===== src/rtl/apwm_encoder.sv =====
// APWM transmit encoder: turns a duty word into a fixed-period APWM waveform.
// Duty is shadowed at period boundaries; a level fault latches until cleared.
module apwm_encoder #(
    parameter int PERIOD = 1000,
    parameter int DUTY_W = 10
) (
    input  logic              CLK,
    input  logic              iRST,
    input  logic              iEN,
    input  logic [DUTY_W-1:0] iDuty,
    input  logic              iFAULT,
    input  logic              iClrFault,
    output logic              oAPWM,
    output logic              oPeriodStart,
    output logic [DUTY_W-1:0] oDutyApplied,
    output logic              oFault,
    output logic              oRun
);

    typedef enum logic [1:0] {
        ST_IDLE  = 2'd0,
        ST_RUN   = 2'd1,
        ST_FAULT = 2'd2
    } state_t;

    localparam logic [DUTY_W-1:0] PERIOD_W = DUTY_W'(PERIOD);
    localparam logic [DUTY_W-1:0] LAST_W   = DUTY_W'(PERIOD - 1);
    localparam logic [DUTY_W-1:0] ZERO_W   = {DUTY_W{1'b0}};
    localparam logic [DUTY_W-1:0] ONE_W    = {{(DUTY_W-1){1'b0}}, 1'b1};

    state_t            state_r, state_s;
    logic [DUTY_W-1:0] cnt_r, cnt_s;
    logic [DUTY_W-1:0] duty_sh_r, duty_sh_s;
    logic [DUTY_W-1:0] dclamp_s, cnt_inc_s;
    logic              apwm_r, apwm_s;
    logic              pstart_r, pstart_s;
    logic              run_r, fault_r;

    // Saturate the requested duty at a full period and precompute the count step.
    always_comb begin
        if (iDuty > PERIOD_W) begin
            dclamp_s = PERIOD_W;
        end else begin
            dclamp_s = iDuty;
        end
        cnt_inc_s = cnt_r + ONE_W;
    end

    // Next-state, counter, shadow-duty and next-output decode.
    always_comb begin
        state_s   = state_r;
        cnt_s     = cnt_r;
        duty_sh_s = duty_sh_r;
        apwm_s    = 1'b0;
        pstart_s  = 1'b0;
        if (iFAULT) begin
            // Fault wins over enable and over the period wrap.
            state_s = ST_FAULT;
            cnt_s   = ZERO_W;
        end else begin
            case (state_r)
                ST_IDLE: begin
                    cnt_s = ZERO_W;
                    if (iEN) begin
                        state_s   = ST_RUN;
                        duty_sh_s = dclamp_s;
                        pstart_s  = 1'b1;
                        apwm_s    = (dclamp_s != ZERO_W);
                    end else begin
                        state_s = ST_IDLE;
                    end
                end
                ST_RUN: begin
                    if (cnt_r == LAST_W) begin
                        cnt_s = ZERO_W;
                        if (iEN) begin
                            duty_sh_s = dclamp_s;
                            pstart_s  = 1'b1;
                            apwm_s    = (dclamp_s != ZERO_W);
                        end else begin
                            state_s = ST_IDLE;
                        end
                    end else begin
                        cnt_s  = cnt_inc_s;
                        apwm_s = (cnt_inc_s < duty_sh_r);
                    end
                end
                ST_FAULT: begin
                    cnt_s = ZERO_W;
                    if (iClrFault) begin
                        state_s = ST_IDLE;
                    end else begin
                        state_s = ST_FAULT;
                    end
                end
                default: begin
                    state_s = ST_IDLE;
                    cnt_s   = ZERO_W;
                end
            endcase
        end
    end

    // State and output registers with synchronous reset.
    always_ff @(posedge CLK) begin
        if (iRST) begin
            state_r   <= ST_IDLE;
            cnt_r     <= ZERO_W;
            duty_sh_r <= ZERO_W;
            apwm_r    <= 1'b0;
            pstart_r  <= 1'b0;
            run_r     <= 1'b0;
            fault_r   <= 1'b0;
        end else begin
            state_r   <= state_s;
            cnt_r     <= cnt_s;
            duty_sh_r <= duty_sh_s;
            apwm_r    <= apwm_s;
            pstart_r  <= pstart_s;
            run_r     <= (state_s == ST_RUN);
            fault_r   <= (state_s == ST_FAULT);
        end
    end

    assign oAPWM        = apwm_r;
    assign oPeriodStart = pstart_r;
    assign oDutyApplied = duty_sh_r;
    assign oFault       = fault_r;
    assign oRun         = run_r;

endmodule

===== config.mk =====
export PLATFORM = sky130hd
export DESIGN_NAME = apwm_encoder
export DESIGN_NICKNAME = d
export VERILOG_FILES = /design/src/rtl/apwm_encoder.sv
export SDC_FILE = /design/constraint.sdc
export NUM_CORES = 1
export LEC_CHECK = 0
export ABC_CLOCK_PERIOD_IN_PS = 2500
export BUFFER_PORTS_ARGS = -buffer_cell sky130_fd_sc_hd__buf_4
export CAP_MARGIN = 40
export CORE_MARGIN = 1.5
export CORE_UTILIZATION = 52
export DETAILED_ROUTE_END_ITERATION = 8
export PLACE_DENSITY_LB_ADDON = 0.2
export SLEW_MARGIN = 20
export SYNTH_ARGS = -nofsm -noshare
export SYNTH_HDL_FRONTEND = slang
export SYNTH_SLANG_ARGS = --single-unit
export TNS_END_PERCENT = 1

===== constraint.sdc =====
create_clock -name CLK -period 2.5 [get_ports CLK]
set_input_delay 0.125 -clock CLK [delete_from_list [all_inputs] [get_ports CLK]]
set_output_delay 0.125 -clock CLK [all_outputs]
set_load 0.05 [all_outputs]

-- Word level (Yosys, flattened, before mapping)
Cells that the tools add are included.
- register bits: 26
- output and inout port bits: 14
- add/sub/neg operators: 1
- $lt $le $gt $ge: 2
- eq/ne operators: 6
- multiplexer cells: 16
- bitwise logic cells: 2
- reductions and logical operators: 6
- operators by type and width (kind ; count):
    $mux 10 ; 3
    $pmux 10 s2 ; 1
    $add 10x1->10 const B ; 1
    $eq 10x10->1 const B ; 1
    $gt 10x10->1 const B ; 1
    $lt 10x10->1 ; 1
    $reduce_bool 10->1 ; 1
    $mux 2 ; 4
    $pmux 2 s3 ; 1
    $mux 1 ; 5
    $eq 2x1->1 const B ; 2
    $eq 2x2->1 const B ; 2
    $pmux 1 s2 ; 2
    $reduce_or 4->1 ; 1
    $reduce_and 3->1 ; 1
    $logic_not 2->1 ; 1
    $ne 2x2->1 const B ; 1
    $not 1->1 ; 2
    $reduce_bool 2->1 ; 1
    $reduce_or 2->1 ; 1

-- Longest topological paths before layout
Gate-level depths: netlist (run 1).
- depth after elaboration: 6
- mapped depth: 9
- gate-level depth less buffers: 9

-- Worst setup path before layout (run 1)
No wires, ideal clock.
- kind: reg2reg
- from: register duty_sh_r[2] (netlist: oDutyApplied[2])
- to: register apwm_r (netlist: oAPWM)
- data arrival time: 1760 ps
- slack: 668 ps
- stages on the path, launching flop included: 7
- path buffers: 0
- clock period less this slack: 1832 ps
- path through: dfxtp_1 -> inv_1 -> ha_1 -> a211o_1 -> a31o_2 -> a21oi_1 -> a2bb2oi_1
- longest elaborated chain between the ends: 3
- ends and longest elaborated chain (element ; RTL line ; source):
    from (decl) ; 33 ; logic [DUTY_W-1:0] duty_sh_r, duty_sh_s;
    from (signal assigned) ; 117 ; duty_sh_r <= duty_sh_s;
    $lt 10x10->1 ; 85 ; apwm_s = (cnt_inc_s < duty_sh_r);
    $mux 1 ; 74 ; if (cnt_r == LAST_W) begin
    $pmux 1 s2 ; 61 ; case (state_r)
    to (signal assigned) ; 118 ; apwm_r <= apwm_s;
    to (decl) ; 35 ; logic apwm_r, apwm_s;
Every way passes these cells.
A chain may end at the register's enable or synchronous reset.

-- Worst setup path in the final report (run 1)
- from: register cnt_r[2]
- to: register apwm_r (netlist: oAPWM)
- longest elaborated chain between the ends: 4
- elaborated cells on any way between the ends: 5
- ends and longest elaborated chain (element ; RTL line ; source):
    from (decl) ; 32 ; logic [DUTY_W-1:0] cnt_r, cnt_s;
    from (signal assigned) ; 116 ; cnt_r <= cnt_s;
    $add 10x1->10 ; 46 ; cnt_inc_s = cnt_r + ONE_W;
    named net cnt_inc_s[5] ; 34 ; logic [DUTY_W-1:0] dclamp_s, cnt_inc_s;
    $lt 10x10->1 ; 85 ;
    $mux 1 ; 74 ;
    $pmux 1 s2 ; 61 ;
The timed path passes the listed nets, and every way through them passes these cells.

==> impl_table.tex, run 1 <==
\begin{tabular}{lr}
\hline
Metric & Value \\
\hline
\multicolumn{2}{l}{\textbf{Run}} \\
\quad Total of max-cap violations & 0 \\
\multicolumn{2}{l}{\textbf{Critical path}} \\
\quad Startpoint Class & register \\
\quad Critical path's slowest cell & sky130\_fd\_sc\_hd\_\_dfxtp\_1 \\
\quad Beginning of the worst register-to-register path & cnt\_r[2] \\
\quad Cell-by-cell listing of the critical path & and4\_1 > nand2\_1 > xnor2\_1 > ha\_1 > a211oi\_1 > o21ai\_0 > a21oi\_1 > a2bb2oi\_1 \\
\quad Maximum single-stage delay on the critical path & about 0.46 ns \\
\quad Critical Path Sink Type & register \\
\quad CP arrival & around 2.4 ns \\
\quad Critical path buffers and inverters & 0 \\
\quad Maximum fanout encountered on the critical timing path & 6 \\
\quad Reg2Reg Capture Point & oAPWM \\
\quad Flop2flop setup slack & $\sim$0.36 ns \\
\quad Classification of the worst setup path & register to register \\
\quad WP data required & about 2.8 ns \\
\quad Number of cell instances on the worst register-to-register path & 8 \\
\quad Cell class contributing the biggest share of worst-path delay & compound AO/OA/AOI/OAI gates \\
\multicolumn{2}{l}{\textbf{Detailed routing}} \\
\quad Routed via count & between 1000 and 1500 \\
\quad Remaining DRCs & 0 \\
\quad Detailed-route wire length & between 2000 and 3000 um \\
\quad Average wire per cell in the routed design & $\sim$15 um \\
\quad Remaining antenna violation count after routing & 0 \\
\quad Via-to-Cell Ratio & 5.64 \\
\quad First-pass DRT Iterations & 4 \\
\quad DRC violation total after the first TritonRoute iteration & 34 \\
\multicolumn{2}{l}{\textbf{Min path}} \\
\quad Hold/Removal Path Class & input port to register \\
\quad Hold path startpoint & iFAULT \\
\quad WHS Path Cells & 3 \\
\quad End point of the most critical hold path & oFault \\
\multicolumn{2}{l}{\textbf{Logic synthesis}} \\
\quad Synthesized net count & approximately 170 \\
\quad Synth cell types & 34 \\
\quad Number of storage elements in the synthesis netlist & 26 \\
\quad Post-synthesis cell type with the largest combined area & sky130\_fd\_sc\_hd\_\_dfxtp\_1 \\
\quad Yosys top cell area share & 0.404 \\
\quad Number of instances in the synthesized netlist & approximately 140 \\
\quad Leading post-synthesis cells by cell area & sky130\_fd\_sc\_hd\_\_dfxtp\_1, sky130\_fd\_sc\_hd\_\_ha\_1, sky130\_fd\_sc\_hd\_\_inv\_1 \\
\quad Total standard cell area after synthesis & 1290 sq um \\
\quad Share of the yosys chip area belonging to registers & 0.404 \\
\quad Synthesis Warnings & 0 \\
\quad Post-Syn Area per Cell & $\sim$8.9 sq um \\
\multicolumn{2}{l}{\textbf{Clock network}} \\
\quad Clock-pin slew on the worst setup and hold paths & $\sim$0.14 ns \\
\quad Root Buffer Master & sky130\_fd\_sc\_hd\_\_clkbuf\_4 \\
\quad Post-cts repair resize count & 0 \\
\quad Worst-case clock buffer depth & 2 \\
\quad Count of hold-fix buffers inserted at cts & 0 \\
\quad Clock tree from TritonCTS & built \\
\quad Cts bufs inserted & 3 \\
\quad Maximum level of the CTS H-tree & 1 \\
\quad Buffers inserted by post-CTS timing repair & 0 \\
\quad Clk sinks & 26 \\
\quad Clock Latency Late Sink & 0.32 ns \\
\multicolumn{2}{l}{\textbf{Placed design}} \\
\quad PortBufs & 28 \\
\quad Final weighted congestion of routability-driven global placement & around 0.75 \\
\quad Detailed-placement wirelength estimate & approximately 2300 um \\
\multicolumn{2}{l}{\textbf{Final layout}} \\
\quad Layout overhead on the synthesized area & 21.8\% \\
\quad Filler cell count in the final layout & between 150 and 200 \\
\quad Layout cell share with drive strength beyond 1 & 0.217 \\
\quad Commonest non-fill, non-tap cells in the layout & sky130\_fd\_sc\_hd\_\_buf\_4, sky130\_fd\_sc\_hd\_\_dfxtp\_1, sky130\_fd\_sc\_hd\_\_inv\_1 \\
\quad Total inserted antenna cells & 0 \\
\quad Sequential cell area & roughly 520 sq um \\
\quad Most frequent standard cell in the layout excluding fill and tap cells & sky130\_fd\_sc\_hd\_\_buf\_4 \\
\quad Area of combinational cells with multiple inputs & 706 sq um \\
\quad Layout Nets & about 200 \\
\multicolumn{2}{l}{\textbf{STA}} \\
\quad Post-Route Setup TNS & 0 ns \\
\quad Number of pins with negative max-slew slack in the final report & 0 \\
\quad Transition time at the pin with the least slew margin & $\sim$0.5 ns \\
\quad Max Clk Rate & 467 MHz \\
\quad Rel. slew slack & 0.670 \\
\quad Crit share post-route & 0.857 \\
\quad Hold violation total from the final report & 0 \\
\quad Final setup vio count & 0 \\
\quad Clock period minus worst slack & around 2.1 ns \\
\quad RSZ-0062 raised after global routing & no \\
\quad Worst setup skew after layout & roughly 0.0037 ns \\
\multicolumn{2}{l}{\textbf{Global routing}} \\
\quad Met2 Use GR & 0.417 \\
\quad Busiest grt layer & met2 \\
\quad Initial antenna violation count & 0 \\
\quad Number of global-route vias before repair & about 1100 \\
\quad Met3 routing resource usage after global routing & 0.0314 \\
\quad Congestion Overflow GR & 0 \\
\quad Fraction of met1 tracks used by global routing & 0.305 \\
\quad Overall fraction of global-route tracks in use & 0.241 \\
\quad Pin count of the biggest net entering global routing & 16 \\
\quad Global-route wire length before repair & 4930 um \\
\multicolumn{2}{l}{\textbf{Power}} \\
\quad Worst supply voltage drop on vdd & approximately 320 uV \\
\quad Reported leakage power & 0.670 nW \\
\quad Power density cells & between 400 and 500 nW/um\^{}2 \\
\quad Post-route total power & 0.781 mW \\
\multicolumn{2}{l}{\textbf{Floorplanning}} \\
\quad Initial core utilization & 0.566 \\
\quad Ports & 29 \\
\quad Number of rows created at floorplan & 17 \\
\quad Die Height & 52.8 um \\
\quad Die outline area & around 2800 sq um \\
\quad Floorplan die width & between 50 and 60 um \\
\quad Core area & 2280 sq um \\
\multicolumn{2}{l}{\textbf{Status}} \\
\quad Status & finished, final reports clean \\
\hline
\end{tabular}
==> cells by family (layout without fill, tap and decap cells) <==
family | Yosys count | in the layout | share of synthesized area
xor+xnor | 8 | 8 | 0.0544
mux | 2 | 2 | 0.0155
compound gates | 30 | 30 | 0.152
buf+inv | 15 | 46 | 0.0476
simple gates | 53 | 53 | 0.229
flops | 26 | 26 | 0.404
fa+ha+maj | 10 | 10 | 0.0972
==> registers in the layout (all words and copies together) (netlist names) <==
| name | cells |
|---|---|
| cnt_r | 10 |
| oDutyApplied | 10 |
| state_r | 2 |
| oAPWM | 1 |
| oFault | 1 |
| oPeriodStart | 1 |
| oRun | 1 |
==> per-stage QoR <==
stage | cell area (sq um) | util | setup WS [ns] | hold WS (ns) | cells
5_1_grt | 1570 | 0.689 | 0.117 | 0.0397 | 203
6_report | 1570 | 0.689 | 0.359 | 0.0392 | 203
2_1_floorplan | 1290 | - | 0.668 | 0.249 | 144
3_5_place_dp | 1530 | 0.673 | 0.397 | 0.381 | 199
4_1_cts | 1570 | 0.689 | 0.365 | 0.0462 | 203
3_3_place_gp | 1530 | 0.673 | 0.550 | 0.367 | 199
==> how the worst max path moves through the flow <==
stage | startpoint | slack (ns) | cells past startpoint | to
2_1_floorplan | oDutyApplied[2] | 0.67 | 6 | oAPWM
3_3_place_gp | cnt_r[0] | 0.55 | 9 | oAPWM
3_5_place_dp | cnt_r[0] | 0.40 | 7 | oAPWM
4_1_cts | cnt_r[0] | 0.36 | 7 | oAPWM
5_1_grt | cnt_r[0] | 0.12 | 9 | oAPWM
6_report | cnt_r[2] | 0.36 | 8 | oAPWM
==> layout make-up <==
| cell class | count | area share |
|---|---|---|
| repair buffers | 30 | 0.144 |
| clock buffers | 4 | 0.0231 |
| flip-flops and latches | 26 | 0.332 |
| multi-input cells | 103 | 0.450 |
| inverters | 12 | 0.0287 |
| well taps | 28 | 0.0223 |
==> synthesized netlist by cell type (all sizes together) <==
library cell,number
a211oi,2
a2bb2oi,1
a31oi,2
ha,10
and4,2
a31o,1
or2,1
xnor2,5
o21a,3
or4,3
xor2,3
dfxtp,26
and2,1
a211o,1
nor3b,1
nand4bb,1
nor3,1
nor2b,6
clkbuf,2
buf,1
o21ai,8
o31a,1
o31ai,4
nand3,7
a21oi,6
inv,12
nand2,8
nand4,7
o311ai,1
and3,6
mux2i,2
nor2,9
==> metal layers <==
metal / vias to the layer above / routed length, um / part of all wire
met5: - / 0 / 0
met2: 27 / 1470 / 0.49
met3: 2 / 110 / 0.037
met1: 535 / 1370 / 0.46
met4: 0 / 26 / 0.0087
li1: 581 / - / -
==> power breakdown <==
part	internal (mW)	leakage, nW	switching, mW
clock	0.0890	0.0210	0.128
combinational	0.0509	0.438	0.0790
sequential	0.427	0.211	0.00778
==> worst min-delay path: cells and delay by family <==
family                 cells  cell delay (ns)
AND/OR/NAND/NOR            2             0.12
buffers and inverters      1             0.09
Note: power is estimated with default switching activity, not from simulation.
==> run 2, diff against run 1 <==
- ABC_CLOCK_PERIOD_IN_PS: 2500 -> 2400
- CELL_PAD_IN_SITES_DETAIL_PLACEMENT: unset -> 1
- CELL_PAD_IN_SITES_GLOBAL_PLACEMENT: unset -> 1
- CORE_UTILIZATION: 52 -> 28
- clock period: 2.5 -> 2.4 ns (I/O delays scaled with it)
==> run 2 against run 1 <==
Sequential power up 4%. Wire length up 16%. Clock skew down 0.0026 ns. Critical path type unchanged. Largest power group unchanged. Highest routed layer unchanged.
==> impl_table.tex, run 2 (same netlist as run 1, synthesis figures left out) <==
\begin{tabular}{lr}
\hline
Metric & Value \\
\hline
\multicolumn{2}{l}{\textbf{STA}} \\
\quad Number of pins with negative max-slew slack in the final report & 0 \\
\quad Crit share post-route & 0.906 \\
\quad Worst setup skew after layout & around 0.0011 ns \\
\quad Post-Route Setup TNS & 0 ns \\
\quad Clock period minus worst slack & approximately 2.2 ns \\
\quad Transition time at the pin with the least slew margin & 0.438 ns \\
\quad Max Clk Rate & about 460 MHz \\
\quad Final setup vio count & 0 \\
\quad RSZ-0062 raised after global routing & no \\
\quad Rel. slew slack & 0.704 \\
\quad Smallest setup slack after layout & between 0.2 and 0.25 ns \\
\quad Hold violation total from the final report & 0 \\
\multicolumn{2}{l}{\textbf{Final layout}} \\
\quad Layout cell share with drive strength beyond 1 & 0.217 \\
\quad Commonest non-fill, non-tap cells in the layout & sky130\_fd\_sc\_hd\_\_buf\_4, sky130\_fd\_sc\_hd\_\_dfxtp\_1, sky130\_fd\_sc\_hd\_\_inv\_1 \\
\quad Final std cell area, no fill & roughly 1600 sq um \\
\quad Total inserted antenna cells & 0 \\
\quad Most frequent standard cell in the layout excluding fill and tap cells & sky130\_fd\_sc\_hd\_\_buf\_4 \\
\quad Layout Nets & roughly 200 \\
\quad Layout Utilization & 0.369 \\
\quad Layout overhead on the synthesized area & 25.6\% \\
\multicolumn{2}{l}{\textbf{Clock network}} \\
\quad Clock-pin slew on the worst setup and hold paths & $\sim$0.09 ns \\
\quad Clock tree from TritonCTS & built \\
\quad Cts bufs inserted & 3 \\
\quad Count of hold-fix buffers inserted at cts & 0 \\
\quad Root Buffer Master & sky130\_fd\_sc\_hd\_\_clkbuf\_8 \\
\quad Maximum level of the CTS H-tree & 1 \\
\quad Clk sinks & 26 \\
\quad Clock Latency Late Sink & 0.28 ns \\
\quad Worst-case clock buffer depth & 2 \\
\quad Post-cts repair resize count & 0 \\
\quad Buffers inserted by post-CTS timing repair & 0 \\
\multicolumn{2}{l}{\textbf{Detailed routing}} \\
\quad Average wire per cell in the routed design & 15.2 um \\
\quad First-pass DRT Iterations & 4 \\
\quad Via-to-Cell Ratio & slightly above 5 \\
\quad Remaining DRCs & 0 \\
\quad DRC violation total after the first TritonRoute iteration & 21 \\
\quad Detailed-route wire length & around 3500 um \\
\quad Routed via count & 1163 \\
\quad Remaining antenna violation count after routing & 0 \\
\multicolumn{2}{l}{\textbf{Placed design}} \\
\quad PortBufs & 28 \\
\quad Detailed-placement wirelength estimate & roughly 2800 um \\
\quad Placement-stage worst setup slack & 0.262 ns \\
\quad Final weighted congestion of routability-driven global placement & roughly 0.77 \\
\quad Cell area reported after detailed placement & around 1600 sq um \\
\multicolumn{2}{l}{\textbf{Critical path}} \\
\quad Maximum fanout encountered on the critical timing path & 5 \\
\quad Beginning of the worst register-to-register path & cnt\_r[0] \\
\quad Classification of the worst setup path & register to register \\
\quad CP arrival & 2.39 ns \\
\quad Cell-by-cell listing of the critical path & ha\_1 > nand4\_1 > nor2\_1 > xor2\_1 > ha\_1 > o21ai\_0 > o21ai\_0 > a21oi\_1 > a2bb2oi\_1 \\
\quad Reg2Reg Capture Point & oAPWM \\
\quad Cell class contributing the biggest share of worst-path delay & compound AO/OA/AOI/OAI gates \\
\quad Critical path buffers and inverters & 0 \\
\quad Startpoint Class & register \\
\quad WP data required & between 2 and 3 ns \\
\quad Critical path's slowest cell & sky130\_fd\_sc\_hd\_\_dfxtp\_1 \\
\quad Maximum single-stage delay on the critical path & about 0.42 ns \\
\quad Critical Path Sink Type & register \\
\quad Number of cell instances on the worst register-to-register path & 9 \\
\quad Flop2flop setup slack & $\sim$0.23 ns \\
\quad Beginning of the critical path & cnt\_r[0] \\
\multicolumn{2}{l}{\textbf{Floorplanning}} \\
\quad Initial core utilization & 0.294 \\
\quad Number of rows created at floorplan & 24 \\
\quad Die Height & a little over 70 um \\
\quad Ports & 29 \\
\quad Core area & 4380 sq um \\
\quad Die outline area & between 5000 and 6000 sq um \\
\quad Floorplan die width & between 70 and 80 um \\
\multicolumn{2}{l}{\textbf{Power}} \\
\quad Sequential share of power & 0.508 \\
\quad Part of the power in combinational logic & 0.156 \\
\quad Reported leakage power & about 0.68 nW \\
\quad Post-route total power & between 0.8 and 0.9 mW \\
\quad Part of the power in the clock network & 0.336 \\
\quad Worst supply voltage drop on vdd & about 200 uV \\
\quad Power density cells & approximately 550 nW/um\^{}2 \\
\quad Internal power consumption & 0.644 mW \\
\quad Switching portion of total power & 0.275 \\
\quad Net switching power & about 0.24 mW \\
\multicolumn{2}{l}{\textbf{Global routing}} \\
\quad Pin count of the biggest net entering global routing & 16 \\
\quad Number of global-route vias before repair & about 1200 \\
\quad Congestion Overflow GR & 0 \\
\quad Initial antenna violation count & 0 \\
\quad Overall fraction of global-route tracks in use & 0.152 \\
\quad Global-route wire length before repair & just under 6000 um \\
\multicolumn{2}{l}{\textbf{Min path}} \\
\quad WHS Path Cells & 3 \\
\quad Hold/Removal Path Class & input port to register \\
\quad End point of the most critical hold path & oFault \\
\quad Hold path startpoint & iFAULT \\
\multicolumn{2}{l}{\textbf{Status}} \\
\quad Status & finished, final reports clean \\
\multicolumn{2}{l}{\textbf{Run}} \\
\quad Total of max-cap violations & 0 \\
\hline
\end{tabular}
[run 2: cell count changes in the layout (fill, tap and decap cells not counted)]
| cell | previous run | this run |
|---|---|---|
| sky130_fd_sc_hd__clkbuf_8 | 1 | 4 |
| sky130_fd_sc_hd__clkbuf_4 | 3 | 0 |
[run 2: how the worst max path moves through the flow]
stage / to / slack, ns / cells past startpoint
floorplan: oAPWM / 0.57 / 6
global placement: oAPWM / 0.35 / 9
detailed placement: oAPWM / 0.26 / 9
CTS: oAPWM / 0.23 / 9
global route: oAPWM / 0.04 / 9
finish: oAPWM / 0.23 / 9
[run 2: layer usage]
metal	share of wire	global-route usage	routed length, um
met4	0.017	0.0629	60
met5	0	0	0
met1	0.46	0.191	1600
met2	0.49	0.263	1690
met3	0.032	0.0214	110
[run 2: power groups by stage]
stage | combinational, mW | clock (mW) | sequential [mW]
final | 0.138 | 0.298 | 0.452
after global routing | 0.151 | 0.320 | 0.454
after floorplan | 0.0473 | 0 | 0.497
after detailed placement | 0.139 | 0 | 0.462
after global placement | 0.137 | 0 | 0.462
after CTS | 0.139 | 0.303 | 0.452
[run 2: final cells by class]
| class | instances | area [sq um] |
|---|---|---|
| Fill cell | 528 | 2770 |
| Timing Repair Buffer | 30 | 225 |
| Inverter | 12 | 45.0 |
| Sequential cell | 26 | 520 |
| Multi-Input combinational cell | 103 | 706 |
| Clock buffer | 4 | 55.1 |
| Tap cell | 52 | 65.1 |
[run 2: per-stage QoR]
stage               hold slack, ns  instances
floorplan                    0.244        144
global placement             0.367        223
detailed placement           0.380        223
CTS                         0.0871        227
global route                0.0906        227
finish                      0.0829        227
[run 2: worst register-to-register path: cells and delay by family (launching register included)]
kind                       cells  cell delay (ns)
and+or+nand+nor                2             0.30
DFF                            1             0.42
AOI/OAI and AO/OA              4             0.57
xor gates and xnor gates       1             0.27
adders and majority gates      2             0.56
